<file path="src/rtl/gate_recv_cap_table.sv">
// gate_recv_cap_table: capability-checked RX gate; head-beat route lookup forwards hits with their UL port, drops and counts misses.
// Define GATE_RECV_DEFAULT_UL_EN to forward misses to DEFAULT_UL instead of dropping them.
module gate_recv_cap_table #(
    parameter int N_DESTS    = 4,
    parameter int N_UL       = 4,
    parameter int DATA_BITS  = 512,
    parameter int ROUTE_BITS = 8,
    parameter int CNT_BITS   = 32,
    parameter int DEFAULT_UL = 0,
    localparam int UL_BITS   = (N_UL > 1) ? $clog2(N_UL) : 1,
    localparam int IDX_BITS  = (N_DESTS > 1) ? $clog2(N_DESTS) : 1
) (
    input  logic                  aclk,
    input  logic                  areset,
    input  logic                  cap_wr_valid,
    input  logic [IDX_BITS-1:0]   cap_wr_idx,
    input  logic                  cap_wr_en,
    input  logic [ROUTE_BITS-1:0] cap_wr_route,
    input  logic [UL_BITS-1:0]    cap_wr_ul,
    input  logic                  s_valid,
    output logic                  s_ready,
    input  logic [DATA_BITS-1:0]  s_data,
    input  logic                  s_last,
    input  logic [ROUTE_BITS-1:0] s_route,
    output logic                  m_valid,
    input  logic                  m_ready,
    output logic [DATA_BITS-1:0]  m_data,
    output logic                  m_last,
    output logic [UL_BITS-1:0]    m_ul,
    output logic [CNT_BITS-1:0]   drop_cnt,
    output logic                  drop_pulse
);
`ifdef GATE_RECV_DEFAULT_UL_EN
    localparam logic DEF_EN = 1'b1;
`else
    localparam logic DEF_EN = 1'b0;
`endif
    localparam logic [UL_BITS-1:0] DEF_UL = UL_BITS'(DEFAULT_UL);

    typedef enum logic [1:0] {IDLE, PASS, DROP} state_t;

    state_t                state_q;
    logic [N_DESTS-1:0]    valid_q;
    logic [ROUTE_BITS-1:0] route_q [N_DESTS];
    logic [UL_BITS-1:0]    ul_q [N_DESTS];
    logic                  m_valid_q, m_last_q, drop_pulse_q;
    logic [DATA_BITS-1:0]  m_data_q;
    logic [UL_BITS-1:0]    m_ul_q;
    logic [CNT_BITS-1:0]   drop_cnt_q, drop_cnt_d;
    logic                  hit, fwd, s_fire, head_miss;
    logic [UL_BITS-1:0]    hit_ul;

    // Scan from the top so the lowest matching index is the one left standing.
    always_comb begin
        hit    = 1'b0;
        hit_ul = DEF_UL;
        for (int i = N_DESTS - 1; i >= 0; i--)
            if (valid_q[i] && route_q[i] == s_route) begin
                hit    = 1'b1;
                hit_ul = ul_q[i];
            end
    end

    assign s_ready    = (state_q == DROP) || !m_valid_q || m_ready;
    assign s_fire     = s_valid && s_ready;
    assign head_miss  = s_fire && state_q == IDLE && !hit;
    assign fwd        = (state_q == PASS) || (state_q == IDLE && (hit || DEF_EN));
    assign drop_cnt_d = &drop_cnt_q ? drop_cnt_q : drop_cnt_q + 1'b1;

    always_ff @(posedge aclk) begin
        if (areset)
            valid_q <= '0;
        else if (cap_wr_valid)
            valid_q[cap_wr_idx] <= cap_wr_en;
    end

    always_ff @(posedge aclk) begin
        if (cap_wr_valid) begin
            route_q[cap_wr_idx] <= cap_wr_route;
            ul_q[cap_wr_idx]    <= cap_wr_ul;
        end
    end

    always_ff @(posedge aclk) begin
        if (areset) begin
            state_q      <= IDLE;
            m_valid_q    <= 1'b0;
            m_data_q     <= '0;
            m_last_q     <= 1'b0;
            m_ul_q       <= '0;
            drop_cnt_q   <= '0;
            drop_pulse_q <= 1'b0;
        end else begin
            drop_pulse_q <= head_miss;
            if (head_miss)
                drop_cnt_q <= drop_cnt_d;
            if (!m_valid_q || m_ready) begin
                m_valid_q <= s_fire && fwd;
                if (s_fire && fwd) begin
                    m_data_q <= s_data;
                    m_last_q <= s_last;
                    m_ul_q   <= (state_q == IDLE) ? hit_ul : m_ul_q;
                end
            end
            if (s_fire)
                state_q <= s_last ? IDLE : (state_q == IDLE ? (fwd ? PASS : DROP) : state_q);
        end
    end

    assign m_valid    = m_valid_q;
    assign m_data     = m_data_q;
    assign m_last     = m_last_q;
    assign m_ul       = m_ul_q;
    assign drop_cnt   = drop_cnt_q;
    assign drop_pulse = drop_pulse_q;
endmodule

</file>
<file path="config.mk">
export PLATFORM = sky130hd
export DESIGN_NAME = gate_recv_cap_table
export DESIGN_NICKNAME = d
export VERILOG_FILES = /design/src/rtl/gate_recv_cap_table.sv
export SDC_FILE = /design/constraint.sdc
export NUM_CORES = 1
export LEC_CHECK = 0
export ABC_AREA = 0
export BUFFER_PORTS_ARGS = -buffer_cell sky130_fd_sc_hd__buf_4
export CORE_AREA = 2 2 420 422
export CTS_BUF_LIST = sky130_fd_sc_hd__clkbuf_16
export CTS_CLUSTER_SIZE = 40
export DETAILED_ROUTE_END_ITERATION = 10
export DIE_AREA = 0 0 422 424
export GPL_TIMING_DRIVEN = 0
export SYNTH_ARGS = -nofsm -noshare
export SYNTH_HDL_FRONTEND = slang
export SYNTH_SLANG_ARGS = --single-unit
</file>
<file path="constraint.sdc">
create_clock -name aclk -period 2.4 [get_ports aclk]
set_input_delay 0.24 -clock aclk [delete_from_list [all_inputs] [get_ports aclk]]
set_output_delay 0.24 -clock aclk [all_outputs]
set_load 0.01 [all_outputs]
</file>
Yosys cells after proc, flatten, opt, wreduce, memory -nomap -nowiden:

Memory sizes are Yosys's and may differ from the RTL's.
Index checks and enable logic that the tools add are counted.

* input port bits: 539
* word-level logic and storage cells: 59
* register bits after elaboration: 555
* RAM bits: 40
* memories: 2

Memories
* route_q: words 4, bits a word 8, rd ports 4, clocked after Yosys merged registers in 0, wr ports 1, RTL line 44 `logic [ROUTE_BITS-1:0] route_q [N_DESTS];`
* ul_q: words 4, bits a word 2, rd ports 4, clocked after Yosys merged registers in 0, wr ports 1, RTL line 45 `logic [UL_BITS-1:0] ul_q [N_DESTS];`

* $lt $le $gt $ge: 2
* add/subtract/negate cells: 1
* bitwise gates (word level): 1
* equal/unequal tests: 6
* muxes and demuxes: 16
* reductions and logical operators: 23

Operators by type and width (count)
* $add 32x1->32 const B: 1
* $eq 8x8->1: 4
* $reduce_and 32->1: 1
* $mux 2: 7
* $logic_and 1x1->1: 10
* $mux 1: 7
* $reduce_and 2->1: 3
* $bwmux 4: 1
* $logic_or 1x1->1: 4
* $lt 2x3->1 const B: 1
* $reduce_and 3->1: 1
* $demux 1 s2: 1
* $eq 2x1->1 const B: 1
* $eq 2x2->1 const B: 1
* $ge 2x1->1 const B: 1
* $logic_not 1->1: 2
* $logic_not 2->1: 1
* $reduce_bool 2->1: 1
* $not 1->1: 1

Longest topological paths before layout:

* depth after elaboration: 11
* mapped depth: 11

Least setup slack after synthesis:

Ideal clock, no wire load.

* kind: reg-to-reg
* start: register drop_cnt_q[0] (netlist: drop_cnt[0])
* end: register drop_cnt_q[1] (netlist: drop_cnt[1])
* cell stages (with the launch flop): 10
* data arrival time: 2.131 ns
* period minus slack after synthesis: 2.258 ns
* required time: 2.272 ns
* setup time: 0.128 ns
* slack: 0.142 ns
* cells stage by stage: dfxtp_1 > ha_1 > and4_1 > nand4_1 > nor3_2 > inv_1 > nand3_1 > buf_4 > mux2i_1 > nor2_1

* cells in the longest elaborated chain, start to end: 3

Ends and longest elaborated chain
* start: declaration: RTL line 49 `logic [CNT_BITS-1:0] drop_cnt_q, drop_cnt_d;`
* start signal: assignment: RTL line 96 `drop_cnt_q <= drop_cnt_d;`
* parallel branches: the longest is 3 deep, another holds $add 32x1->32

Parallel ways; which one is timed is not known.
A chain may end at the register's enable or synchronous reset.

==> impl_metrics.yaml <==
setup_path:
  worstSetupPathType: "reg2reg"
  slowest_stage: "edfxtp_1"
  cp_cell_sequence: "xnor2_1 -> nand3_2 -> nor3_4 -> nor4_4 -> a211oi_4 -> clkbuf_16 -> buf_12 -> buf_6 -> nand2_2 -> a21oi_2"
  cp_top_family: "buffers and inverters"
  ff2ff_setup_slack_ns: -0.21
  required_ns: 3.02
  cp-end-kind: "flip-flop"
  cp-startpoint: "route_q[0][6]"
  r2r_start: "route_q[0][6]"
  startpoint_type: "flip-flop"
  crit_arrival_ns: 3.23
  crit_path_max_incr_delay_ns: 0.39
  critPathBufInv: 3
  crit_path_max_fanout: 10
route:
  first_pass_iters: 6
  drt-wirelength-per-cell_um: 24.7
  drc_errors: 0
  via_count: 26700
  drt.antenna.violating_nets: 0
  routed_wl_um: 167000
  first_iter_violations: 2770
  vias_per_cell: 3.96
placed_design:
  dp_hpwl_um: 135000
  numPlacedInstances: 6006
  portBuffers: 1080
  place_area_mm2: 0.0323
  gp_congestion: 1.01
layout:
  layout_commonest_cell: "buf_4"
  fin_cells: 6745
  fin_nets: 4846
  final_area_mm2: 0.0426
  drive_gt1_share_pct: 35.0
  utilization_pct: 24.4
  synthToLayoutAreaGrowth_pct: 101
  final_cell_mix: "1110 x buf_4, 973 x nand2_1, 554 x dfxtp_1"
floorplan:
  initial_core_util_pct: 12.1
  io_pins: 1089
  die-area_mm2: 0.179
  core_area_mm2: 0.175
  die_h_um: 424
  rows: 154
  die_x_um: 422
timing:
  fin_crit_sh_pct: 109
  finalHoldViolCount: 0
  layout_setup_ws_ns: -0.206
  skew_ns: 0.0344
  holdWs_ns: 0.177
  setup_violations: 474
  slew_headroom_pct: 20.7
  fin_crit_ns: 2.61
  slew_viol_final: 0
  finalSetupTns_ns: -27.62
  worstMarginPinSlew_ns: 1.19
  rsz0062_at_grt: "true"
  fmax_mhz: 384
grt:
  met1_usage_pct: 21.0
  track_usage_pct: 17.3
  grt.busiest_layer: "met2"
  grt_use_met2_pct: 28.1
  grt_overflow_total: 0
  antenna_found_initial: 84
  grt_pass1_wl_um: 213000
  grt_start_max_net_pins: 14
  globalRouteMet3Util_pct: 5.04
  grt_pass1_vias: 25100
power_and_ir_drop:
  p_leak_uw: 0.0168
  power_frac_seq_pct: 42.6
  comb_power_share_pct: 9.3
  power-per-cell-area_mw_per_mm2: 554
  irDropWorstVdd_v: 0.000455
  p_sw_uw: 5900
  internal_power_uw: 17700
  p_sw_share_pct: 25.0
  clock_power_share_pct: 48.1
clock_tree:
  cts_tree: "built"
  cts_buffer_depth: 3
  cts_sinks: 595
  cts_buffers: 72
  clk_latency_ns: 0.69
  clockRootBuffer: "clkbuf_16"
  cts.htree.levels: 3
  clk_transition_reported_paths_ns: 0.06
yosys:
  synth_area_mm2: 0.0212
  ys_types: 44
  avgSynthCellArea_um2: 8.22
  async_flop_share_pct: 0
  syn-num-nets: 3125
  synthCells: 2585
  synth.yosys.warnings: 0
  seq_area_frac_synth_pct: 58.0
  synth_top_flop_cell: "dfxtp_1"
  ys_ff_latch: 595
  synth-edff-count: 40
hold_path:
  hold_class: "in2reg"
  worstHoldStart: "areset"
job:
  drv_cap: 0
status:
  status: "finished with violations"
  violations: "negative setup slack"
[power groups by stage]
stage	clock [uW]	combinational (uW)	sequential, uW
detailed placement	0	1290	10300
global route	11900	2280	10100
CTS	11600	2150	10100
global placement	0	1280	10300
finish	11400	2190	10100
floorplan	0	251	10300
[logic make-up after synthesis]
group | Yosys count | synth area share (%)
AOI/OAI and AO/OA | 559 | 13.4
xor gates and xnor gates | 43 | 1.77
DFF | 595 | 58.0
adders and majority gates | 1 | 0.0589
muxes | 9 | 0.454
and+or+nand+nor | 1179 | 22.1
buffers and inverters | 199 | 4.27
[worst register-to-register path, stage by stage, from the launching register on]
cell	delay [ns]
edfxtp_1	0.39
xnor2_1	0.24
nand3_2	0.14
nor3_4	0.27
nor4_4	0.11
a211oi_4	0.31
clkbuf_16	0.27
buf_12	0.32
buf_6	0.18
nand2_2	0.13
a21oi_2	0.18
[through the flow]
stage / power, uW / setup slack (ns)
3_3_place_gp: 11500 / -1.42
2_1_floorplan: 10500 / 0.142
4_1_cts: 23800 / -0.136
5_1_grt: 24300 / -0.261
6_report: 23600 / -0.206
3_5_place_dp: 11600 / -1.45
[per-layer routing]
layer	vias up	wire, um	part of all wire, %
li1	12000	-	-
met2	1577	77300	46
met1	12800	64700	39
met3	318	16400	9.8
met4	24	8370	5.0
met5	-	156	0.093
[Yosys cell counts, types with 3 or more instances]
master	n	area share [%]
inv_1	12	0.21
clkbuf_1	70	1.2
xor2_1	11	0.45
dfxtp_1	555	52
and4_1	5	0.21
mux2i_1	4	0.19
nor2_1	31	0.55
buf_2	110	2.6
nor3b_1	3	0.11
nand2_1	1051	19
and3_1	3	0.088
edfxtp_1	40	5.7
mux2_2	5	0.27
or3_1	16	0.47
nand3_1	21	0.49
a21oi_1	532	13
nor3_1	11	0.26
nand4_1	14	0.41
a211oi_1	3	0.11
and2_1	5	0.15
nor3_2	3	0.14
buf_4	6	0.21
xnor2_1	32	1.3
nor2b_1	4	0.12
nor4_1	3	0.088
o21ai_0	11	0.26
[area by class of cell]
cell class	instances	area, um2
Clock inverter	55	559
Timing Repair Buffer	1647	14100
Sequential cell	595	12300
Inverter	12	45.0
Buffer	187	1940
Fill cell	18800	132000
Clock buffer	74	1850
Tap cell	2340	2930
Antenna cell	44	110
Multi-Input combinational cell	1791	8730
[sequential cells by signal (all words and copies together) (netlist names)]
| signal | flops |
|---|---|
| m_valid | 1 |
| drop_cnt | 32 |
| state_q | 2 |
| m_data | 512 |
| ul_q | 8 |
| m_ul | 2 |
| valid_q | 4 |
| drop_pulse | 1 |
| m_last | 1 |
| route_q | 32 |
[worst paths after layout]
path | to | depth (start not counted)
setup / recovery | m_data[158] | 10
hold / removal | drop_cnt[5] | 4
setup reg to reg | m_data[158] | 10
hold reg to reg | m_data[216] | 2
[what timing repair did]
item,4_1_cts,5_1_grt
setup buffers,7,4
gates resized for setup,240,276
setup endpoints to repair,535,546
gates cloned,5,20
hold endpoints to repair,566,0
hold buffers,531,0
pin swaps,11,70
No activity file was read; power rests on OpenSTA's default activity.
